--- src/rtl/cp0_exc_regs.sv ---
// CP0 exception register block: Status/Cause/EPC, MTC0/MFC0, exception entry, ERET, IRQ sync.
// Optional Count/Compare timer enabled by defining CP0_TIMER_EN.
module cp0_exc_regs #(
  parameter int PC_W        = 30,
  parameter int NUM_IRQ     = 6,
  parameter int SYNC_STAGES = 2
) (
  input  logic               Clk,
  input  logic               Reset,
  input  logic               mtc0_we,
  input  logic [4:0]         mtc0_addr,
  input  logic [31:0]        mtc0_data,
  input  logic [4:0]         mfc0_addr,
  output logic [31:0]        mfc0_data,
  input  logic               exc_req,
  input  logic [4:0]         exc_code,
  input  logic [PC_W-1:0]    exc_pc,
  input  logic               exc_bd,
  input  logic               eret,
  input  logic [NUM_IRQ-1:0] irq_in,
  output logic               irq_pending,
  output logic [PC_W-1:0]    epc_out,
  output logic               exl_out
);

  logic                 ie_q, ie_d, exl_q, exl_d, bd_q, bd_d, pend_q, pend_d;
  logic [7:0]           im_q, im_d, ip;
  logic [1:0]           ipsw_q, ipsw_d;
  logic [4:0]           code_q, code_d;
  logic [PC_W-1:0]      epc_q, epc_d;
  logic [SYNC_STAGES-1:0][NUM_IRQ-1:0] sync_q;
  logic                 wr_ok;

  // Exception entry and ERET both swallow a same-cycle MTC0.
  assign wr_ok = mtc0_we & ~exc_req & ~eret;

`ifdef CP0_TIMER_EN
  logic [31:0] count_q, count_d, cmp_q, cmp_d;
  logic        tgl_q, ti_q, ti_d;

  // TI sets when an increment brings Count onto Compare; a Count write wins over the increment.
  always_comb begin
    count_d = count_q;
    cmp_d   = cmp_q;
    ti_d    = ti_q;
    if (wr_ok && mtc0_addr == 5'd9) begin
      count_d = mtc0_data;
    end else if (tgl_q) begin
      count_d = count_q + 32'd1;
      if (count_d == cmp_q) ti_d = 1'b1;
    end
    if (wr_ok && mtc0_addr == 5'd11) begin
      cmp_d = mtc0_data;
      ti_d  = 1'b0;
    end
  end

  always_ff @(posedge Clk or negedge Reset) begin
    if (!Reset) begin
      count_q <= '0;
      cmp_q   <= '0;
      tgl_q   <= 1'b0;
      ti_q    <= 1'b0;
    end else begin
      count_q <= count_d;
      cmp_q   <= cmp_d;
      tgl_q   <= ~tgl_q;
      ti_q    <= ti_d;
    end
  end
`endif

  always_ff @(posedge Clk or negedge Reset) begin
    if (!Reset) sync_q <= '0;
    else        sync_q <= {sync_q[SYNC_STAGES-2:0], irq_in};
  end

  always_comb begin
    ip                = '0;
    ip[2 +: NUM_IRQ]  = sync_q[SYNC_STAGES-1];
    ip[1:0]           = ipsw_q;
`ifdef CP0_TIMER_EN
    ip[7]             = ip[7] | ti_q;
`endif
  end

  always_comb begin
    ie_d   = ie_q;
    exl_d  = exl_q;
    im_d   = im_q;
    bd_d   = bd_q;
    ipsw_d = ipsw_q;
    code_d = code_q;
    epc_d  = epc_q;
    if (exc_req) begin
      // Nested entry keeps the original return point.
      if (!exl_q) begin
        epc_d = exc_bd ? exc_pc - PC_W'(1) : exc_pc;
        bd_d  = exc_bd;
      end
      code_d = exc_code;
      exl_d  = 1'b1;
    end else if (eret) begin
      exl_d = 1'b0;
    end else if (mtc0_we) begin
      case (mtc0_addr)
        5'd12: begin
          ie_d  = mtc0_data[0];
          exl_d = mtc0_data[1];
          im_d  = mtc0_data[15:8];
        end
        5'd13:   ipsw_d = mtc0_data[9:8];
        5'd14:   epc_d  = mtc0_data[PC_W+1:2];
        default: ;
      endcase
    end
    pend_d = ~exc_req & ie_q & ~exl_q & |(ip & im_q);
  end

  always_ff @(posedge Clk or negedge Reset) begin
    if (!Reset) begin
      ie_q   <= 1'b0;
      exl_q  <= 1'b0;
      im_q   <= '0;
      bd_q   <= 1'b0;
      ipsw_q <= '0;
      code_q <= '0;
      epc_q  <= '0;
      pend_q <= 1'b0;
    end else begin
      ie_q   <= ie_d;
      exl_q  <= exl_d;
      im_q   <= im_d;
      bd_q   <= bd_d;
      ipsw_q <= ipsw_d;
      code_q <= code_d;
      epc_q  <= epc_d;
      pend_q <= pend_d;
    end
  end

  always_comb begin
    mfc0_data = '0;
    case (mfc0_addr)
      5'd12:   mfc0_data = {16'h0, im_q, 6'h0, exl_q, ie_q};
      5'd13:   mfc0_data = {bd_q, 15'h0, ip, 1'b0, code_q, 2'b00};
      5'd14:   mfc0_data = 32'({epc_q, 2'b00});
`ifdef CP0_TIMER_EN
      5'd9:    mfc0_data = count_q;
      5'd11:   mfc0_data = cmp_q;
`endif
      default: ;
    endcase
  end

  assign irq_pending = pend_q;
  assign epc_out     = epc_q;
  assign exl_out     = exl_q;

endmodule

--- config.mk ---
export PLATFORM = sky130hd
export DESIGN_NAME = cp0_exc_regs
export DESIGN_NICKNAME = d
export VERILOG_FILES = /design/src/rtl/cp0_exc_regs.sv
export SDC_FILE = /design/constraint.sdc
export NUM_CORES = 1
export LEC_CHECK = 0
export CELL_PAD_IN_SITES_DETAIL_PLACEMENT = 1
export CELL_PAD_IN_SITES_GLOBAL_PLACEMENT = 1
export CORE_ASPECT_RATIO = 1.1
export CORE_MARGIN = 10
export CORE_UTILIZATION = 34
export CTS_CLUSTER_DIAMETER = 60
export DETAILED_ROUTE_END_ITERATION = 7
export PLACE_DENSITY_LB_ADDON = 0.1
export REMOVE_ABC_BUFFERS = 1
export SLEW_MARGIN = 20
export SYNTH_ARGS = -nofsm -noshare
export SYNTH_HDL_FRONTEND = slang
export SYNTH_SLANG_ARGS = --single-unit
--- constraint.sdc ---
create_clock -name Clk -period 4 [get_ports Clk]
set_input_delay 0.4 -clock Clk [delete_from_list [all_inputs] [get_ports Clk]]
set_output_delay 0.4 -clock Clk [all_outputs]
set_load 0.02 [all_outputs]
=== Yosys cells after proc, flatten, opt, wreduce, memory -nomap -nowiden ===
Index checks and enable logic that the tools add are counted.

* Add/sub/neg operators: 1
* Equal/unequal tests: 8
* Multiplexer cells: 11
* Bitwise gates (word level): 7
* Reductions and logical operators: 10

{| class="wikitable"
|+ Operator list
! operator !! count
|-
| $mux 30 || 6
|-
| $pmux 32 s3 || 1
|-
| $eq 5x4->1 const B || 6
|-
| $sub 30x1->30 const B || 1
|-
| $reduce_and 4->1 || 3
|-
| $and 8x8->8 || 1
|-
| $reduce_or 8->1 || 1
|-
| $reduce_bool 3->1 || 2
|-
| $mux 1 || 4
|-
| $ne 2x2->1 const B || 2
|-
| $reduce_and 2->1 || 2
|-
| $reduce_bool 2->1 || 2
|-
| $and 1x1->1 || 3
|-
| $not 1->1 || 3
|}

* Input port bits: 89
* Logic and storage cells: 47
* Bits in registers: 61

=== Longest topological paths before layout ===
Gate-level depths: netlist of run 1.

* Depth after elaboration: 5
* Mapped depth: 7

=== Worst setup path after synthesis of run 1 ===
Ideal clock, no wire load.

* Path kind: input to output
* From: input mfc0_addr[3]
* To: output mfc0_data[10]
* Cell stages on the path: 5
* Path slack: 2009 ps
* Data arrival time: 1591 ps
* Path through: nand2_1 -> nor4b_1 -> clkbuf_1 -> nand2_1 -> o21ai_0

* Word-level cells in the longest chain between the ends: 2

{| class="wikitable"
|+ RTL lines
! what !! line !! source
|-
| from (decl) || 13 || <nowiki>input logic [4:0] mfc0_addr,</nowiki>
|-
| $eq 5x4->1 || 144 || <nowiki>case (mfc0_addr)</nowiki>
|-
| $pmux 32 s3 * || 144 ||
|-
| to (decl) || 14 || <nowiki>output logic [31:0] mfc0_data,</nowiki>
|}

Every way passes the cells marked *; elsewhere a longest branch is shown, timed or not.

=== Worst setup path after layout of run 1 ===
* From: input mfc0_addr[3]
* To: output mfc0_data[6]

Same word-level chain as after synthesis.

==> reports/results.tsv, run 1 <==
stage	metric	value	unit
synthesis	synth.most_common_cell	dfrtp_1	
global_route	grt_util_all_layers	18.2	%
global_route	grt_overflow	0	
synthesis	synth_top_area_share	43.8	%
worst_setup_path	critPathCaptureType	output pin	
detailed_routing	vias_per_cell	5.33	
global_route	grt_pass1_vias	3777	
clocking	ctsResizeCount	0	
die	coreArea	9940	um2
placed_design	hpwlAfterDp	10300	um
detailed_routing	routed_wl	13200	um
worst_setup_path	regToRegEndpoint	epc_out[26]	
power_and_ir_drop	max-vdd-ir-drop	164	uV
clocking	post_cts_buffers	0	
cells_and_area	layout-drive-gt1-share	11.1	%
die	die_w	117	um
sta	final_max_slew_viol_count	0	
worst_setup_path	timing.reg2reg.setup_slack	2190	ps
die	start_util	35.1	%
clocking	cts.sinks	61	
die	die_h	126	um
flow_run	maxCapViolCount	0	
worst_setup_path	start_kind	input port	
sta	setup_violations	0	
synthesis	synth_cell_types	47	
clocking	clk_pin_slew	70	ps
placed_design	place_ws	854	ps
die	ios	153	
clocking	htree_num_levels	3	
worst_setup_path	worstPathMaxFanout	22	
detailed_routing	drt_iter0_markers	136	
clocking	hold_buffers	0	
power_and_ir_drop	powerDensity	337	nW/um2
synthesis	yosysSeqAreaShare	43.8	%
sta	finalHoldViolCount	0	
clocking	cts_buffers	9	
synthesis	syn_inst	348	
detailed_routing	num_vias	3333	
sta	period_needed	3100	ps
sta	layout_setup_ws	898	ps
min_path	hold_class	input port to async pin	
global_route	grt_max_degree	35	
synthesis	yosysWarningCount	0	
worst_setup_path	critPathRequiredTime	3600	ps
detailed_routing	wl_per_cell	21.1	um
cells_and_area	diodes	0	
placed_design	io_buffers	152	
sta	fmax	322	MHz
cells_and_area	final_nets	590	
clocking	cts_root_buffer	clkbuf_8	
worst_setup_path	crit_arrival	2700	ps
synthesis	synth_seq_cells	61	
die	die_area	14700	um2
clocking	cts_tree	built	
detailed_routing	final_antenna_net_count	0	
outcome	status	finished, final reports clean	
worst_setup_path	rr_worst_depth	4	
cells_and_area	post-route-util	53.6	%
worst_setup_path	r2r-start	exl_out	
worst_setup_path	criticalPathCategory	input port to output pin	
sta	fin_skew	9.06	ps
global_route	grt_pass1_wl	20600	um
cells_and_area	instances_no_fill	625	
synthesis	async_reset_ff_share	100	%
sta	slew_headroom	44.5	%
synthesis	synth_edf_count	0	
synthesis	synth_area_leader_cell	dfrtp_1	
cells_and_area	nFillCells	1098	
synthesis	ys_top_cells_by_area	dfrtp_1, mux2_2, xnor2_1	
placed_design	gp_congestion	0.738	
placed_design	numPlacedInstances	609	
clocking	insertion_delay	350	ps
synthesis	netlist_area	3490	um2
detailed_routing	drcViolationCount	0	
sta	holdWs	72.1	ps
cells_and_area	areaGrowthSynthToFinish	52.6	%
sta	finalCritPeriodShare	77.6	%
power_and_ir_drop	p_leak	2.07	nW
detailed_routing	drt-pass1-iter-count	4	
sta	finalSetupTns	0	ps
synthesis	synth-main-ff-cell	dfrtp_1	
synthesis	synth_common_cells	dfrtp_1, nand2_1, o21ai_0	
clocking	cts_buffer_depth	2	
global_route	antenna_found_initial	0	
synthesis	syn_avg_cell_area	10.0	um2
sta	worst_pin_slew	832	ps
sta	rsz0062_at_grt	no	
die	rows	38	
[state kept, by name, summed over array words and instances (netlist names)]
signal       flops
im_q             8
bd_q             1
ipsw_q           2
irq_pending      1
epc_out         30
code_q           5
ie_q             1
sync_q           6
exl_out          1
ip               6
[cell type report]
| cell class | count | area (um2) | share of cell area, % |
|---|---|---|---|
| clock buffer | 12 | 165 | 3.10 |
| clock inverter | 4 | 31.3 | 0.588 |
| inverter | 4 | 15.0 | 0.282 |
| multi-input combinational | 265 | 1850 | 34.8 |
| sequential | 61 | 1530 | 28.7 |
| tap | 120 | 150 | 2.82 |
| timing repair buffer | 159 | 1580 | 29.7 |
[through the flow]
step / power (mW) / cell area, um2
floorplan: 0.953 / 3370
global placement: 1.25 / 5130
detailed placement: 1.27 / 5130
CTS: 1.82 / 5320
global route: 1.89 / 5320
finish: 1.79 / 5320
[worst max-delay path, stage by stage]
cell	delay, ps
clkdlybuf4s50_1	460
nand2_1	70
or3_1	510
nor2_2	170
buf_4	270
a22o_1	180
clkdlybuf4s50_1	620
[layout by cell type, fill, tap and decap left out, types with 2 or more instances in the layout]
cell type        synthesis  layout
clkdlybuf4s50_1          0     151
dfrtp_1                 61      61
nand2_1                 33      33
o21ai_0                 26      26
xnor2_1                 19      19
mux2_2                  17      17
and2_1                  16      16
nor2_1                  15      14
o21ai_1                 14      14
mux2i_1                 13      13
a22oi_1                 12      12
clkbuf_8                 3      12
a21oi_1                 11      11
nor3b_1                 10      10
nand3_1                  9       9
nor3_1                   8       8
xor2_1                   7       7
a22o_1                   6       6
nor4_1                   6       6
buf_4                    0       6
or3_1                    5       5
inv_1                    4       4
nand4_1                  4       4
nor4_2                   4       4
and3_1                   3       3
nand3b_1                 3       3
clkinvlp_4               0       3
and4_1                   2       2
nor4b_1                  3       2
o211ai_2                 2       2
[power breakdown]
part | total [mW] | switching (mW) | internal (mW)
combinational | 0.494 | 0.236 | 0.258
sequential | 0.757 | 0.0624 | 0.695
clock | 0.541 | 0.264 | 0.276
total | 1.79 | 0.562 | 1.23
[cell families after synthesis]
family	synth area share, %
compound gates	13.5
xor+xnor	6.53
fa+ha+maj	0.359
buf+inv	3.66
flops	43.8
mux	9.22
simple gates	23.0
[layer usage]
layer / global-route usage (%) / routed length, um / vias up / part of all wire [%]
li1: - / - / 1564 / -
met1: 20.4 / 5170 / 1649 / 39
met2: 30.3 / 6680 / 102 / 51
met3: 7.36 / 1120 / 18 / 8.5
met4: 6.48 / 227 / 0 / 1.7
met5: 0 / 0 / - / 0
[how the worst max path moves through the flow]
stage,startpoint,to,slack [ps],cells past startpoint
5_1_grt,mfc0_addr[3],mfc0_data[29],800,7
6_report,mfc0_addr[3],mfc0_data[6],900,7
2_1_floorplan,mfc0_addr[3],mfc0_data[2],1580,3
4_1_cts,mfc0_addr[3],mfc0_data[6],850,7
3_5_place_dp,mfc0_addr[3],mfc0_data[6],850,7
3_3_place_gp,mfc0_addr[3],mfc0_data[17],980,7
(Power assumes the default switching activity.)
==> run 2, diff against run 1 <==
--- a/config.mk
+++ b/config.mk
@@ -9,7 +9,7 @@
 export CELL_PAD_IN_SITES_GLOBAL_PLACEMENT = 1
 export CORE_ASPECT_RATIO = 1.1
 export CORE_MARGIN = 10
-export CORE_UTILIZATION = 34
+export CORE_UTILIZATION = 28
 export CTS_CLUSTER_DIAMETER = 60
 export DETAILED_ROUTE_END_ITERATION = 7
 export PLACE_DENSITY_LB_ADDON = 0.1
==> constraint.sdc (replaced) <==
create_clock -name Clk -period 2.5 [get_ports Clk]
set_input_delay 0.25 -clock Clk [delete_from_list [all_inputs] [get_ports Clk]]
set_output_delay 0.25 -clock Clk [all_outputs]
set_load 0.02 [all_outputs]
==> reports/results.tsv, run 2 (synthesis gave the netlist of run 1 again) <==
stage	metric	value	unit	change
placed_design	hpwlAfterDp	10800	um	was 10,300 um
detailed_routing	wl_per_cell	20.2	um	was 21.1 um
power_and_ir_drop	powerDensity	577	nW/um2	was 337 nW/um2
die	die_w	126	um	was 117 um
global_route	grt_overflow	0		unchanged
cells_and_area	mostFrequentLayoutCells	clkdlybuf4s50_1, dfrtp_1, nand2_1, o21ai_0, xnor2_1		unchanged
cells_and_area	post-route-util	45.9	%	was 53.6%
worst_setup_path	critPathMostFrequentCell	clkdlybuf4s50_1		unchanged
cells_and_area	layout_commonest_cell	clkdlybuf4s50_1		unchanged
power_and_ir_drop	p_sw_share	28.0	%	was 31.4%
sta	fin_skew	3.79	ps	was 9.06 ps
worst_setup_path	critPathCaptureType	output pin		unchanged
sta	period_needed	2440	ps	
placed_design	io_buffers	152		unchanged
outcome	status	finished, final reports clean		unchanged
sta	setup_violations	0		unchanged
cells_and_area	final_nets	603		was 590
detailed_routing	vias_per_cell	4.94		was 5.33
die	die_h	137	um	was 126 um
worst_setup_path	start_kind	input port		unchanged
cells_and_area	diodes	0		unchanged
worst_setup_path	slowest_stage	clkdlybuf4s50_1		unchanged
detailed_routing	drt-pass1-iter-count	4		unchanged
clocking	cts_buffer_depth	2		unchanged
worst_setup_path	worstPathMaxFanout	10		was 22
sta	slew_headroom	62.0	%	was 44.5%
worst_setup_path	slowest_delay	640	ps	was 620 ps
clocking	cts_buffers	9		unchanged
placed_design	gp_congestion	0.749		was 0.738
cells_and_area	areaGrowthSynthToFinish	59.9	%	was 52.6%
flow_run	maxCapViolCount	0		unchanged
global_route	grt_util_all_layers	15.6	%	was 18.2%
worst_setup_path	crit_family	buffers and inverters		unchanged
detailed_routing	routed_wl	13500	um	was 13,200 um
sta	holdWs	260	ps	was 72.1 ps
sta	rsz0062_at_grt	no		unchanged
power_and_ir_drop	p_leak	2.50	nW	was 2.07 nW
power_and_ir_drop	intPower	2.32	mW	was 1.23 mW
sta	final_max_slew_viol_count	0		unchanged
die	rows	42		was 38
sta	finalCritPeriodShare	97.5	%	
clocking	cts.sinks	61		unchanged
clocking	clk_pin_slew	50	ps	was 70 ps
power_and_ir_drop	p_clk_share	37.7	%	was 30.2%
clocking	htree_num_levels	3		unchanged
die	ios	153		unchanged
sta	finalHoldViolCount	0		unchanged
cells_and_area	layout-drive-gt1-share	12.4	%	was 11.1%
worst_setup_path	critPathBufInv	3		unchanged
global_route	grt_pass1_wl	21500	um	was 20,600 um
clocking	cts_root_buffer	clkbuf_16		was clkbuf_8
power_and_ir_drop	p_switching	0.901	mW	was 0.562 mW
worst_setup_path	critPathRequiredTime	2250	ps	was 3600 ps
die	coreArea	12100	um2	was 9940 um2
die	start_util	28.7	%	was 35.1%
sta	finalSetupTns	0	ps	unchanged
global_route	antenna_found_initial	0		unchanged
clocking	insertion_delay	330	ps	was 350 ps
die	die_area	17300	um2	was 14,700 um2
clocking	cts_tree	built		unchanged
sta	worst_pin_slew	570	ps	was 832 ps
cells_and_area	largest_reg_flops	30		unchanged
worst_setup_path	crit_arrival	2190	ps	was 2700 ps
cells_and_area	nFillCells	1365		was 1,098
global_route	grt_pass1_vias	3849		was 3,777
sta	fmax	410	MHz	
worst_setup_path	crit_chain	clkdlybuf4s50_1 -> nand2_1 -> or3_1 -> buf_4 -> o21ai_0 -> clkdlybuf4s50_1		was clkdlybuf4s50_1 -> nand2_1 -> or3_1 -> nor2_2 -> buf_4 -> a22o_1 -> clkdlybuf4s50_1
detailed_routing	drcViolationCount	0		unchanged
power_and_ir_drop	max-vdd-ir-drop	239	uV	was 164 uV
sta	layout_setup_ws	63.0	ps	was 898 ps
placed_design	place_ws	-4.48	ps	was 854 ps
power_and_ir_drop	power_frac_comb	24.6	%	was 27.6%
worst_setup_path	criticalPathCategory	input port to output pin		unchanged
min_path	hold_class	input port to async pin		unchanged
detailed_routing	num_vias	3311		was 3,333
global_route	grt_max_degree	36		was 35
clocking	post_cts_buffers	0		unchanged
detailed_routing	drt_iter0_markers	135		was 136
power_and_ir_drop	p_seq_share	37.7	%	was 42.3%
detailed_routing	final_antenna_net_count	0		unchanged
[run 2: cell count changes in the layout (fill, tap and decap cells not counted), sizes merged]
cell	delta
dlygate4sd3	+1
dlymetal6s2s	+15
buf	+12
clkinvlp	-3
clkdlybuf4s50	-24
dlygate4sd2	+9
bufinv	+1
[run 2: area by class of cell]
| class | count | area (um2) | share of cell area [%] |
|---|---|---|---|
| inverters | 4 | 15.0 | 0.269 |
| multi-input cells | 265 | 1850 | 33.2 |
| flip-flops and latches | 61 | 1530 | 27.4 |
| clock inverters | 2 | 35.0 | 0.628 |
| clock buffers | 12 | 246 | 4.42 |
| well taps | 154 | 193 | 3.46 |
| repair buffers | 172 | 1710 | 30.6 |
[run 2: through the flow]
stage,power (mW),instances,instance area [um2]
2_1_floorplan,1.52,330,3370
3_3_place_gp,2.02,655,5260
3_5_place_dp,2.04,655,5260
4_1_cts,3.27,670,5540
5_1_grt,3.38,670,5580
6_report,3.22,670,5580
[run 2: routing by layer]
layer	vias up	wire length (um)	share of wire, %	track usage (%)
li1	1594	-	-	-
met1	1617	5600	41	17.9
met2	89	6810	50	27.0
met3	11	923	6.8	4.95
met4	0	173	1.3	5.13
met5	-	0	0	0
[run 2: worst paths after layout]
path | start | to | slack [ps] | cells past startpoint
worst max register to register | exl_out | epc_out[16] | 1100 | 6
worst min register to register | sync_q[4] | ip[6] | 350 | 0
max in group asynchronous | Reset | epc_out[0] | 1570 | 3
min in group Clk | sync_q[4] | ip[6] | 350 | 0
worst min-delay path | Reset | sync_q[3] | 260 | 2
worst max-delay path | mfc0_addr[3] | mfc0_data[15] | 60 | 6
[run 2: repair_timing]
item | 4_1_cts | 5_1_grt
gates resized for setup | 9 | 15
hold endpoints to repair | 3 | 0
pin swaps | 0 | 0
endpoints found under the setup margin | 9 | 15
gates cloned | 0 | 0
hold buffers | 1 | 0
[run 2: power groups by stage]
stage               combinational, mW  clock (mW)  sequential, mW
floorplan                       0.210           0            1.31
global placement                0.793           0            1.23
detailed placement              0.806           0            1.23
CTS                             0.811        1.25            1.22
global route                    0.861        1.28            1.24
finish                          0.792        1.21            1.22
